<file path="src/rtl/enc_dec_pipe.sv">
// Pipelined priority encoder / one-hot decoder with valid/ready on both sides
// and bubble-collapsing stages. Define ENC_DEC_MULTI_HOT_EN to flag multi-hot encode operands.
module enc_dec_pipe #(
  parameter int unsigned N      = 8,
  parameter int unsigned STAGES = 2
) (
  input  logic         clk,
  input  logic         rst_n,
  input  logic         in_valid,
  output logic         in_ready,
  input  logic         in_op,
  input  logic [N-1:0] in_data,
  output logic         out_valid,
  input  logic         out_ready,
  output logic [N-1:0] out_data,
  output logic         out_none,
  output logic         out_multi,
  output logic [15:0]  txn_count
);

  localparam int unsigned W    = $clog2(N);
  localparam int unsigned LAST = STAGES - 1;

  typedef struct packed {
    logic [N-1:0] data;
    logic         none;
    logic         multi;
  } payload_t;

  payload_t     res;
  logic [W-1:0] enc_idx;
  logic [N-1:0] shifted;

  always_comb begin
    res     = '0;
    enc_idx = '0;
    shifted = '0;
    if (!in_op) begin
      // Later (higher) set bits overwrite earlier ones, leaving the highest index.
      for (int unsigned i = 0; i < N; i++) begin
        shifted = in_data >> i;
        if (shifted[0]) enc_idx = W'(i);
      end
      res.data[W-1:0] = enc_idx;
      res.none        = ~|in_data;
`ifdef ENC_DEC_MULTI_HOT_EN
      res.multi       = |(in_data & (in_data - N'(1)));
`endif
    end else begin
      res.data = N'(1) << in_data[W-1:0];
      res.none = (32'(in_data[W-1:0]) >= N);
      if (res.none) res.data = '0;
    end
  end

  logic [STAGES-1:0] v_q, v_d, adv, load, v_src;
  logic [15:0]       txn_count_q, txn_count_d;
  payload_t [STAGES-1:0] chain;

  // A stage is stuck only when it and every later stage are full and the
  // consumer stalls: the recursive advance rule, unrolled per stage.
  for (genvar k = 0; k < STAGES; k++) begin : g_adv
    if (k == LAST) begin : g_last
      assign adv[k] = v_q[k] & out_ready;
    end else begin : g_mid
      assign adv[k] = v_q[k] & (out_ready | ~&v_q[LAST:k+1]);
    end
  end

  always_comb begin
    v_src       = v_q << 1;
    v_src[0]    = in_valid;
    load        = ~v_q | adv;
    v_d         = (load & v_src) | (~load & v_q);
    txn_count_d = txn_count_q + {15'd0, v_q[LAST] & out_ready};
  end

  always_ff @(posedge clk or negedge rst_n) begin
    if (!rst_n) begin
      v_q         <= '0;
      txn_count_q <= '0;
    end else begin
      v_q         <= v_d;
      txn_count_q <= txn_count_d;
    end
  end

  assign chain[0] = res;

  for (genvar k = 0; k < STAGES; k++) begin : g_stage
    payload_t pl_q, pl_d;

    always_comb begin
      pl_d = pl_q;
      if (load[k] && v_src[k]) pl_d = chain[k];
    end

    always_ff @(posedge clk or negedge rst_n) begin
      if (!rst_n) pl_q <= '0;
      else        pl_q <= pl_d;
    end

    if (k == LAST) begin : g_out
      assign out_data  = pl_q.data;
      assign out_none  = pl_q.none;
      assign out_multi = pl_q.multi;
    end else begin : g_fwd
      assign chain[k+1] = pl_q;
    end
  end

  assign in_ready  = load[0];
  assign out_valid = v_q[LAST];
  assign txn_count = txn_count_q;

endmodule

</file>
<file path="config.mk">
export PLATFORM = sky130hd
export DESIGN_NAME = enc_dec_pipe
export DESIGN_NICKNAME = d
export VERILOG_FILES = /design/src/rtl/enc_dec_pipe.sv
export SDC_FILE = /design/constraint.sdc
export NUM_CORES = 1
export LEC_CHECK = 0
export ABC_CLOCK_PERIOD_IN_PS = 3900
export CAP_MARGIN = 20
export CORE_MARGIN = 3
export CORE_UTILIZATION = 41
export CTS_CLUSTER_DIAMETER = 30
export DETAILED_ROUTE_END_ITERATION = 10
export DONT_BUFFER_PORTS = 1
export SYNTH_ARGS = -nofsm -noshare
export SYNTH_HDL_FRONTEND = slang
export SYNTH_SLANG_ARGS = --single-unit
</file>
<file path="constraint.sdc">
create_clock -name clk -period 3.9 [get_ports clk]
set_input_delay 0.78 -clock clk [delete_from_list [all_inputs] [get_ports clk]]
set_output_delay 0.78 -clock clk [all_outputs]
set_load 0.05 [all_outputs]
</file>
After elaboration in Yosys (flattened, before gate mapping)
Cells that the tools add are included.
- reductions and logical operators: 5
- mux-type cells: 9
- bitwise logic cells: 9
- $add $sub $neg: 1
- shifts and indexed selects: 1
- operators by type and width (operator ; number):
    $add 16x1->16 ; 1
    $mux 3 ; 4
    $reduce_or 8->1 ; 1
    $shl 1x3->8 const A ; 1
    $mux 5 ; 1
    $and 2x2->2 ; 2
    $mux 2 ; 2
    $mux 4 ; 1
    $not 2->2 ; 2
    $or 2x2->2 ; 2
    $and 1x1->1 ; 2
    $logic_and 1x1->1 ; 2
    $logic_not 1->1 ; 2
    $mux 1 ; 1
    $or 1x1->1 ; 1
- input port bits: 13
- word-level logic and storage cells: 31
- register bits: 36
- output and inout port bits: 28

Logic depth before layout (Yosys ltp)
Gate-level depths: netlist of the first run.
- depth in word-level cells: 8
- gate-level depth with buffers: 7
- mapped depth without buffers: 7

Worst setup path before layout of the first run
No wires, ideal clock.
- path type: input-to-reg
- start point: in out_ready
- end point: reg g_stage[0].pl_q (netlist bit chain[11])
- required time: 3.796 ns
- arrival time: 1.958 ns
- library setup time: 0.104 ns
- setup slack: 1.838 ns
- path buffers: 1
- stages: 5
- path through: nand3b_1 nand2_2 buf_2 nand2_1 o41ai_2
- cells in the longest elaborated chain, start to end: 4
- RTL lines (what ; RTL line ; source):
    from (decl) ; 14 ; input logic out_ready,
    $or 1x1->1 ; 66 ; assign adv[k] = v_q[k] & (out_ready | ~&v_q[LAST:k+1]);
    $and 1x1->1 ; 66 ;
    $or 2x2->2 ; 73 ; load = ~v_q | adv;
    $logic_and 1x1->1 ; 95 ; if (load[k] && v_src[k]) pl_d = chain[k];
    to (signal assigned) ; 100 ; else pl_q <= pl_d;
    to (decl) ; 91 ; payload_t pl_q, pl_d;
No other way between the ends.
A chain may end at the register's enable or synchronous reset.

==> results of run 1 <==
[registers in the layout (all words and copies together) (netlist names), named ones only]
name       cells
chain          9
out_data       8
out_none       1
txn_count     16
[report_power, final]
part | switching, W | internal, W | leakage (nW)
clock network | 0.000121 | 0.000144 | 0.0455
registers | 0.000214 | 0.000423 | 0.470
logic | 0.0000453 | 0.0000437 | 0.257
[per-layer routing]
metal / vias up / wire length (um) / track usage
met4: 0 / 34 / 0.06835
li1: 453 / - / -
met3: 4 / 286 / 0.06323
met5: - / 0 / 0
met1: 474 / 1056 / 0.1420
met2: 38 / 1299 / 0.2090
[cell families (layout without fill, tap and decap cells)]
kind of cell / Yosys count / count (layout) / share of synthesized area
buffers and inverters: 5 / 10 / 0.01603
other: 1 / 1 / 0.002402
DFF: 36 / 36 / 0.5769
and+or+nand+nor: 48 / 48 / 0.1707
AOI/OAI and AO/OA: 14 / 14 / 0.07452
muxes: 9 / 9 / 0.06491
xor gates and xnor gates: 14 / 14 / 0.07853
adders and majority gates: 2 / 2 / 0.01602
[per-stage QoR]
stage | std cells | setup WS, ns
2_1_floorplan | 129 | 1.838
3_3_place_gp | 172 | 1.735
3_5_place_dp | 172 | 1.698
4_1_cts | 180 | 1.559
5_1_grt | 180 | 1.520
6_report | 180 | 1.570
[path summary, 6_finish.rpt]
path / slack, ns / depth (start not counted) / to
hold / removal: 0.19 / 0 / txn_count[5]$_DFF_PN0_
max in group asynchronous: 3.63 / 0 / out_data[3]$_DFFE_PN0P_
setup reg to reg: 1.76 / 4 / chain[13]$_DFFE_PN0P_
hold reg to reg: 0.48 / 2 / chain[17]$_DFFE_PN0P_
min in group clk: 0.48 / 2 / chain[17]$_DFFE_PN0P_
setup / recovery: 1.57 / 1 / in_ready
[final cells by class]
class	instances	area (sq um)
fill	323	1803
sequential	36	900.9
multi-input combinational	88	635.6
clock buffer	8	90.09
tap	46	57.56
inverter	2	7.507
[Yosys cell counts, drive strengths merged (2+ instances only)]
| cell | count |
|---|---|
| dfrtp | 36 |
| nand2 | 19 |
| xnor2 | 11 |
| mux2 | 9 |
| nand3 | 8 |
| nand2b | 4 |
| nor3 | 4 |
| and3 | 3 |
| buf | 3 |
| nor2 | 3 |
| o21ai | 3 |
| o31ai | 3 |
| o41ai | 3 |
| xor2 | 3 |
| ha | 2 |
| inv | 2 |
| nand4 | 2 |
==> summary.md, run 1 <==
| Metric | Value |
|---|---|
| Clock Tree Buf Depth | 2 |
| Global-route wire length before repair | 4.409 mm |
| Synthesized area | 1561 sq um |
| Final Core Density | 0.4841 |
| CP Launch Type | register |
| Final period util | 0.5974 |
| Synth warnings | 0 |
| CORE AREA | 3495 sq um |
| Clock slew at reported path FFs | 0.07 ns |
| Worst Path Max Fanout | 4 |
| Fraction of layout cells with a size suffix above 1 | 0.1716 |
| Clock Sinks | 36 |
| Post-route ant nets | 0 |
| Worst hold path type | input pin to asynchronous set/reset pin |
| Top cells by area, synth | dfrtp_1 58%, mux2_2 6.5%, xnor2_1 6.2%, nand2_1 4.3%, nand3_1 2.6% |
| Fmax | 429.2 MHz |
| 1st-iter DRT viols | 45 |
| Max H-tree Level | 2 |
| Crit-path cells | nand3b_1 |
| Post-synth top area share | 0.5769 |
| Max VDD drop | 0.2527 mV |
| Top_reg_cell synth | dfrtp_1 |
| Power Dens Cells | 585.1 nW/um^2 |
| CP Data Arrival Time | 1.55 ns |
| # setup viols final | 0 |
| Io pins | 41 |
| Critical path's top delay family | flip-flops |
| Register area share after synthesis | 0.5769 |
| Layout net count | 148 |
| Layout area overhead | 8.333% |
| Die area | 4585 sq um |
| Commonest non-fill, non-tap cell in the layout | dfrtp_1 |
| Post-DP HPWL | 1.962 mm |
| Most frequent cells in the layout | 36 x dfrtp_1, 18 x nand2_1, 11 x xnor2_1 |
| Largest net degree at the start of global routing | 37 |
| Total Routing Usage GR | 0.1305 |
| Port bufs | 0 |
| Clock Latency Late Sink | 0.28 ns |
| Max Slew Vio Count | 0 |
| Post-synth EDFFs | 0 |
| RePlAce Congestion | 0.7360 |
| Die Y | 67.72 um |
| Vias per cell | 5.383 |
| Slowest stage delay, CP | 0.67 ns |
| Syn_area_per_cell | 12.10 sq um |
| Initial antenna violation count | 0 |
| Worst-Margin Slew | 0.6283 ns |
| Residual overflow from global routing | 0 |
| Total power | 0.0009898 W |
| RSZ-0062 raised after global routing | false |
| Ys async rst share | 1.000 |
| Slew HR | 0.5799 |
| WS Path Type | register to primary output |
| # diodes | 0 |
| CTS root buf | clkbuf_8 |
| Routed vias | 969 |
| Die W | 67.72 um |
| Post-CTS setup buffers | 0 |
| Critical Path RT | 3.12 ns |
| Synth Register Bits | 36 |
| Number of buffers and inverters on the critical path | 0 |
| Cts repair resizes | 0 |
| Final hold violation count | 0 |
| Skew final | 0.006756 ns |
| Vias in the first global route | 990 |
| Hold Worst Slack | 0.1868 ns |
| MaxCap Viol Count | 0 |
| Row count | 21 |
| Leakage | 0.7726 nW |
| Initial Util | 0.4468 |
| Synth cell types | 35 |
| CTS tree | done |
| Synth area leader | dfrtp_1 |
| Final instance area | 1692 sq um |
| Total Wirelength | 2.677 mm |
| Worst Setup End Kind | primary output |
| Syn nets | 144 |
| Total CTS buffers | 5 |
| Residual DRC | 0 |
| Setup TNS | 0 ns |
| DP Area | 1602 sq um |
| Run status | finished clean |
| Hold buffer count at CTS | 0 |
| First-pass detailed-route iteration total | 4 |
| Fin crit period | 2.330 ns |
| Cells after Synth | 129 |
| CP max stage cell | dfrtp_1 |
| WL per Instance | 14.87 um |
Power figures use the tool's default switching activity.
==> run 2: changes to the inputs <==
--- a/config.mk
+++ b/config.mk
@@ -5,7 +5,7 @@
 export SDC_FILE = /design/constraint.sdc
 export NUM_CORES = 1
 export LEC_CHECK = 0
-export ABC_CLOCK_PERIOD_IN_PS = 3900
+export ABC_CLOCK_PERIOD_IN_PS = 2150
 export CAP_MARGIN = 20
 export CORE_MARGIN = 3
 export CORE_UTILIZATION = 41
==> constraint.sdc (replaced) <==
create_clock -name clk -period 2.15 [get_ports clk]
set_input_delay 0.43 -clock clk [delete_from_list [all_inputs] [get_ports clk]]
set_output_delay 0.43 -clock clk [all_outputs]
set_load 0.05 [all_outputs]
==> run 2 against run 1 <==
- core utilization grew 3.9 points
- first-iteration DRC count is the same
- worst hold slack gained 0.054 ns
- critical path type is now register to register
- largest cell class unchanged
- highest routed layer unchanged
==> summary.md, run 2 (synthesis gave the netlist of run 1 again) <==
| Metric | Value |
|---|---|
| WS Path Type | register to register |
| Setup TNS | 0 ns |
| Max Used Layer | met4 |
| Critical path's top delay family | simple AND/OR/NAND/NOR gates |
| Worst Setup End Kind | register |
| Fraction of layout cells with a size suffix above 1 | 0.2533 |
| Post-route setup slack | 0.4995 ns |
| Crit path top cell by count | ha_1 |
| Met3 WL | 256 um |
| MaxCap Viol Count | 0 |
| Run status | finished clean |
| CTS root buf | clkbuf_8 |
| Layout net count | 164 |
| Clock slew at reported path FFs | 0.07 ns |
| Final non-filler cell total | 196 |
| Die W | 67.72 um |
| Initial Util | 0.4468 |
| Skew final | 0.004642 ns |
| Clock Sinks | 36 |
| Worst reg2reg path endpoint | txn_count[14]$_DFF_PN0_ |
| Total Routing Usage GR | 0.1372 |
| Area of the multi-input gates | 635.6 sq um |
| # setup viols final | 0 |
| CP max stage cell | dfrtp_1 |
| Most frequent cells in the layout | 36 x dfrtp_1, 18 x nand2_1, 14 x buf_4 |
| Max VDD drop | 0.6001 mV |
| CTS tree | done |
| Max reg flops | 16 |
| Row count | 21 |
| First-pass detailed-route iteration total | 2 |
| Clock Tree Buf Depth | 2 |
| Number of buffers and inverters on the critical path | 0 |
| Post-placement cell count | 186 |
| Pre-CTS setup slack | 0.4351 ns |
| Vias in the first global route | 1073 |
| RePlAce Congestion | 0.7148 |
| Clock Latency Late Sink | 0.28 ns |
| WL met1 | 1.060 mm |
| Largest net degree at the start of global routing | 37 |
| Final hold violation count | 0 |
| Worst R2R Setup Slack | 0.50 ns |
| CP Launch Type | register |
| Post-route ant nets | 0 |
| RSZ-0062 raised after global routing | false |
| Max H-tree Level | 2 |
| Global-route wire length before repair | 4.629 mm |
| Power Dens Cells | 1042 nW/um^2 |
| Storage cell area | 900.9 sq um |
| Initial antenna violation count | 0 |
| Max Slew Vio Count | 0 |
| Die area | 4585 sq um |
| Leakage | 0.8575 nW |
| Fin crit period | 1.651 ns |
| Residual DRC | 0 |
| 1st-iter DRT viols | 45 |
| WL per Instance | 14.13 um |
| Worst-Margin Slew | 0.5618 ns |
| Post-CTS setup buffers | 0 |
| Layout area overhead | 16.99% |
| Critical path endpoint | txn_count[14]$_DFF_PN0_ |
| Worst Path Max Fanout | 4 |
| FF-to-FF path depth | 7 |
| Slowest stage delay, CP | 0.35 ns |
| Met2 Wirelength | 1.398 mm |
| Total power | 0.001903 W |
| Vias per cell | 5.240 |
| Crit-path cells | and2_1 > ha_1 > ha_1 > nand2_1 > nor3_2 > nand3_1 > xnor2_1 |
| Worst hold path type | input pin to register |
| Final period util | 0.7677 |
| Commonest non-fill, non-tap cell in the layout | dfrtp_1 |
| Residual overflow from global routing | 0 |
| Critical Path RT | 2.29 ns |
| Io pins | 41 |
| Post-DP HPWL | 2.036 mm |
| Total CTS buffers | 5 |
| Total Wirelength | 2.769 mm |
| CORE AREA | 3495 sq um |
| Critical path depth | 7 |
| Slew HR | 0.6255 |
| Filler cells | 304 |
| Routed vias | 1027 |
| Fmax | 605.9 MHz |
| Port bufs | 0 |
| # diodes | 0 |
| Die Y | 67.72 um |
| CP Data Arrival Time | 1.79 ns |
[run 2: changes by cell type in the layout (fill, tap and decap cells not counted), sizes merged]
| cell | delta |
|---|---|
| buf | +15 |
| dlygate4sd3 | +1 |
[run 2: where the power goes]
part | switching (W) | internal, W | leakage, nW | total [W]
Sequential | 0.000144 | 0.000771 | 0.470 | 0.000915
Combinational | 0.000353 | 0.000161 | 0.342 | 0.000514
Clock | 0.000213 | 0.000261 | 0.0455 | 0.000474
Total | 0.000710 | 0.00119 | 0.858 | 0.00190
[run 2: worst reg2reg max path, stage by stage (launching register included)]
cell and delay [ns]:
dfrtp_1 0.35, and2_1 0.12, ha_1 0.19, ha_1 0.25, nand2_1 0.08, nor3_2 0.23, nand3_1 0.13, xnor2_1 0.16
[run 2: metrics by stage]
step	cell area [sq um]	utilization	hold slack, ns
after global placement	1707	0.4884	0.1356
after detailed placement	1707	0.4884	0.1355
after floorplan	1562	-	0.1344
after CTS	1827	0.5227	0.2326
after global routing	1827	0.5227	0.2306
final	1827	0.5227	0.2412
[run 2: worst min-delay path by stage]
stage / slack (ns) / startpoint / cells past startpoint / endpoint
3_3_place_gp: 0.14 / rst_n / 0 / txn_count[5]$_DFF_PN0_
4_1_cts: 0.23 / in_data[1] / 1 / chain[17]$_DFFE_PN0P_
3_5_place_dp: 0.14 / rst_n / 0 / txn_count[5]$_DFF_PN0_
6_report: 0.24 / in_data[3] / 1 / chain[11]$_DFFE_PN0P_
2_1_floorplan: 0.13 / rst_n / 0 / asynchronous set/reset pin
5_1_grt: 0.23 / in_data[1] / 1 / chain[17]$_DFFE_PN0P_
[run 2: per-layer routing]
layer	up-vias	GRT usage
li1	488	-
met1	503	0.1389
met2	31	0.2357
met3	5	0.05824
met4	0	0.07595
met5	-	0
[run 2: final cells by class]
type	instances	area share
Inverter	2	0.004110
Sequential cell	36	0.4932
Timing Repair Buffer	16	0.07397
Clock buffer	8	0.04932
Multi-Input combinational cell	88	0.3479
Tap cell	46	0.03151
[run 2: what timing repair did]
item                                    CTS  global route
endpoints found under the setup margin    0             0
hold buffers                              2             0
gates resized for setup                   0             0
hold endpoints to repair                 36             0
==> run 3: changes to the inputs <==
--- a/config.mk
+++ b/config.mk
@@ -5,7 +5,7 @@
 export SDC_FILE = /design/constraint.sdc
 export NUM_CORES = 1
 export LEC_CHECK = 0
-export ABC_CLOCK_PERIOD_IN_PS = 2150
+export ABC_CLOCK_PERIOD_IN_PS = 1700
 export CAP_MARGIN = 20
 export CORE_MARGIN = 3
 export CORE_UTILIZATION = 41
==> constraint.sdc (replaced) <==
create_clock -name clk -period 1.7 [get_ports clk]
set_input_delay 0.34 -clock clk [delete_from_list [all_inputs] [get_ports clk]]
set_output_delay 0.34 -clock clk [all_outputs]
set_load 0.05 [all_outputs]
==> run 3 against run 2 <==
- clock skew is essentially flat
- sequential share of layout area shrank 1.5 points
- clock power grew 30%
- die area is the same
- critical path type is now register to primary output
==> summary.md, run 3 (synthesis gave the netlist of run 1 again) <==
| Metric | Value |
|---|---|
| Worst hold path type | input pin to register |
| Largest net degree at the start of global routing | 37 |
| Leakage | 0.8877 nW |
| Clock Latency Late Sink | 0.28 ns |
| Routed vias | 1011 |
| Post-DP HPWL | 1.970 mm |
| Post-CTS setup buffers | 0 |
| Worst hold start | in_data[3] |
| Total power | 0.002461 W |
| CP max stage cell | dfrtp_2 |
| # setup viols final | 0 |
| Run status | finished clean |
| Power Dens Cells | 1304 nW/um^2 |
| WL per Instance | 14.06 um |
| WS Path Type | register to primary output |
| Pre-CTS setup slack | 0.2033 ns |
| Global-route wire length before repair | 4.857 mm |
| Layout net count | 167 |
| Final period util | 0.9171 |
| Worst Path Max Fanout | 3 |
| Total CTS buffers | 5 |
| Slowest stage delay, CP | 0.40 ns |
| Hold buffer count at CTS | 2 |
| Max VDD drop | 0.5250 mV |
| Number of buffers and inverters on the critical path | 2 |
| CP Data Arrival Time | 1.22 ns |
| RePlAce Congestion | 0.7723 |
| Initial antenna violation count | 0 |
| Die Y | 67.72 um |
| CTS root buf | clkbuf_8 |
| Max Slew Vio Count | 0 |
| 1st-iter DRT viols | 27 |
| Clock slew at reported path FFs | 0.06 ns |
| CORE AREA | 3495 sq um |
| Total Routing Usage GR | 0.1467 |
| CP Launch Type | register |
| Residual overflow from global routing | 0 |
| Final Core Density | 0.5403 |
| Vias per cell | 5.080 |
| Fmax | 641.4 MHz |
| First-pass detailed-route iteration total | 4 |
| Clock Tree Buf Depth | 2 |
| Post-route ant nets | 0 |
| Crit path top cell by count | buf_4 |
| Initial Util | 0.4468 |
| Hold Worst Slack | 0.1440 ns |
| MaxCap Viol Count | 0 |
| Fraction of layout cells with a size suffix above 1 | 0.3072 |
| Port bufs | 0 |
| Die W | 67.72 um |
| CTS tree | done |
| Crit-path cells | buf_4 > nand3b_1 > buf_4 |
| Io pins | 41 |
| Most frequent cells in the layout | 34 x dfrtp_1, 17 x nand2_1, 17 x buf_4 |
| RSZ-0062 raised after global routing | false |
| Worst Setup End Kind | primary output |
| Fin crit period | 1.559 ns |
| Filler cells | 320 |
| Area of the multi-input gates | 671.9 sq um |
| Row count | 21 |
| Cts repair resizes | 0 |
| Clock Sinks | 36 |
| Skew final | 0.004731 ns |
| Max H-tree Level | 2 |
| Layout area overhead | 20.91% |
| Critical path's top delay family | buffers and inverters |
| Total Wirelength | 2.797 mm |
| Die area | 4585 sq um |
| Vias in the first global route | 1076 |
| Commonest non-fill, non-tap cell in the layout | dfrtp_1 |
| Final hold violation count | 0 |
| Storage cell area | 903.4 sq um |
| Post-route setup slack | 0.1409 ns |
| Max reg flops | 16 |
| Critical Path RT | 1.36 ns |
| Residual DRC | 0 |
| # diodes | 0 |
run 3: cell count changes in the layout (fill, tap and decap cells not counted), moves of 2 or more:
cell / before / now
buf_4: 14 / 17
dfrtp_1: 36 / 34
dfrtp_2: 0 / 2
ha_1: 2 / 0
ha_4: 0 / 2
run 3: final timing paths:
check	slack, ns	end	depth (start not counted)
max in group asynchronous	1.00	asynchronous set/reset pin	2
worst max-delay path	0.14	in_ready	3
min in group asynchronous	0.51	txn_count[14]$_DFF_PN0_	2
worst min register to register	0.47	chain[15]$_DFFE_PN0P_	2
worst max register to register	0.21	out_data[3]$_DFFE_PN0P_	4
worst min-delay path	0.14	chain[11]$_DFFE_PN0P_	1
run 3: power breakdown:
group          switching, W  internal, W  total, W
sequential         0.000197     0.000978   0.00118
clock              0.000283     0.000330  0.000614
combinational      0.000450     0.000222  0.000672
total              0.000931      0.00153   0.00246
run 3: through the flow:
step           TNS [ns]  instance area, sq um  std cells
3_3_place_gp          0                  1768        189
6_report              0                  1888        199
5_1_grt               0                  1888        199
3_5_place_dp          0                  1768        189
4_1_cts               0                  1888        199
2_1_floorplan  -0.02570                  1607        129
run 3: metal layers:
metal	wire length, um	GRT usage
met3	217	0.05824
met2	1299	0.2321
met1	1217	0.1642
met5	0	0
met4	62	0.09114
run 3: final cells by class:
| class | instances | area share |
|---|---|---|
| Timing Repair Buffer | 19 | 0.08350 |
| Sequential cell | 36 | 0.4785 |
| Tap cell | 46 | 0.03048 |
| Clock buffer | 8 | 0.04771 |
| Multi-Input combinational cell | 88 | 0.3559 |
| Inverter | 2 | 0.003976 |
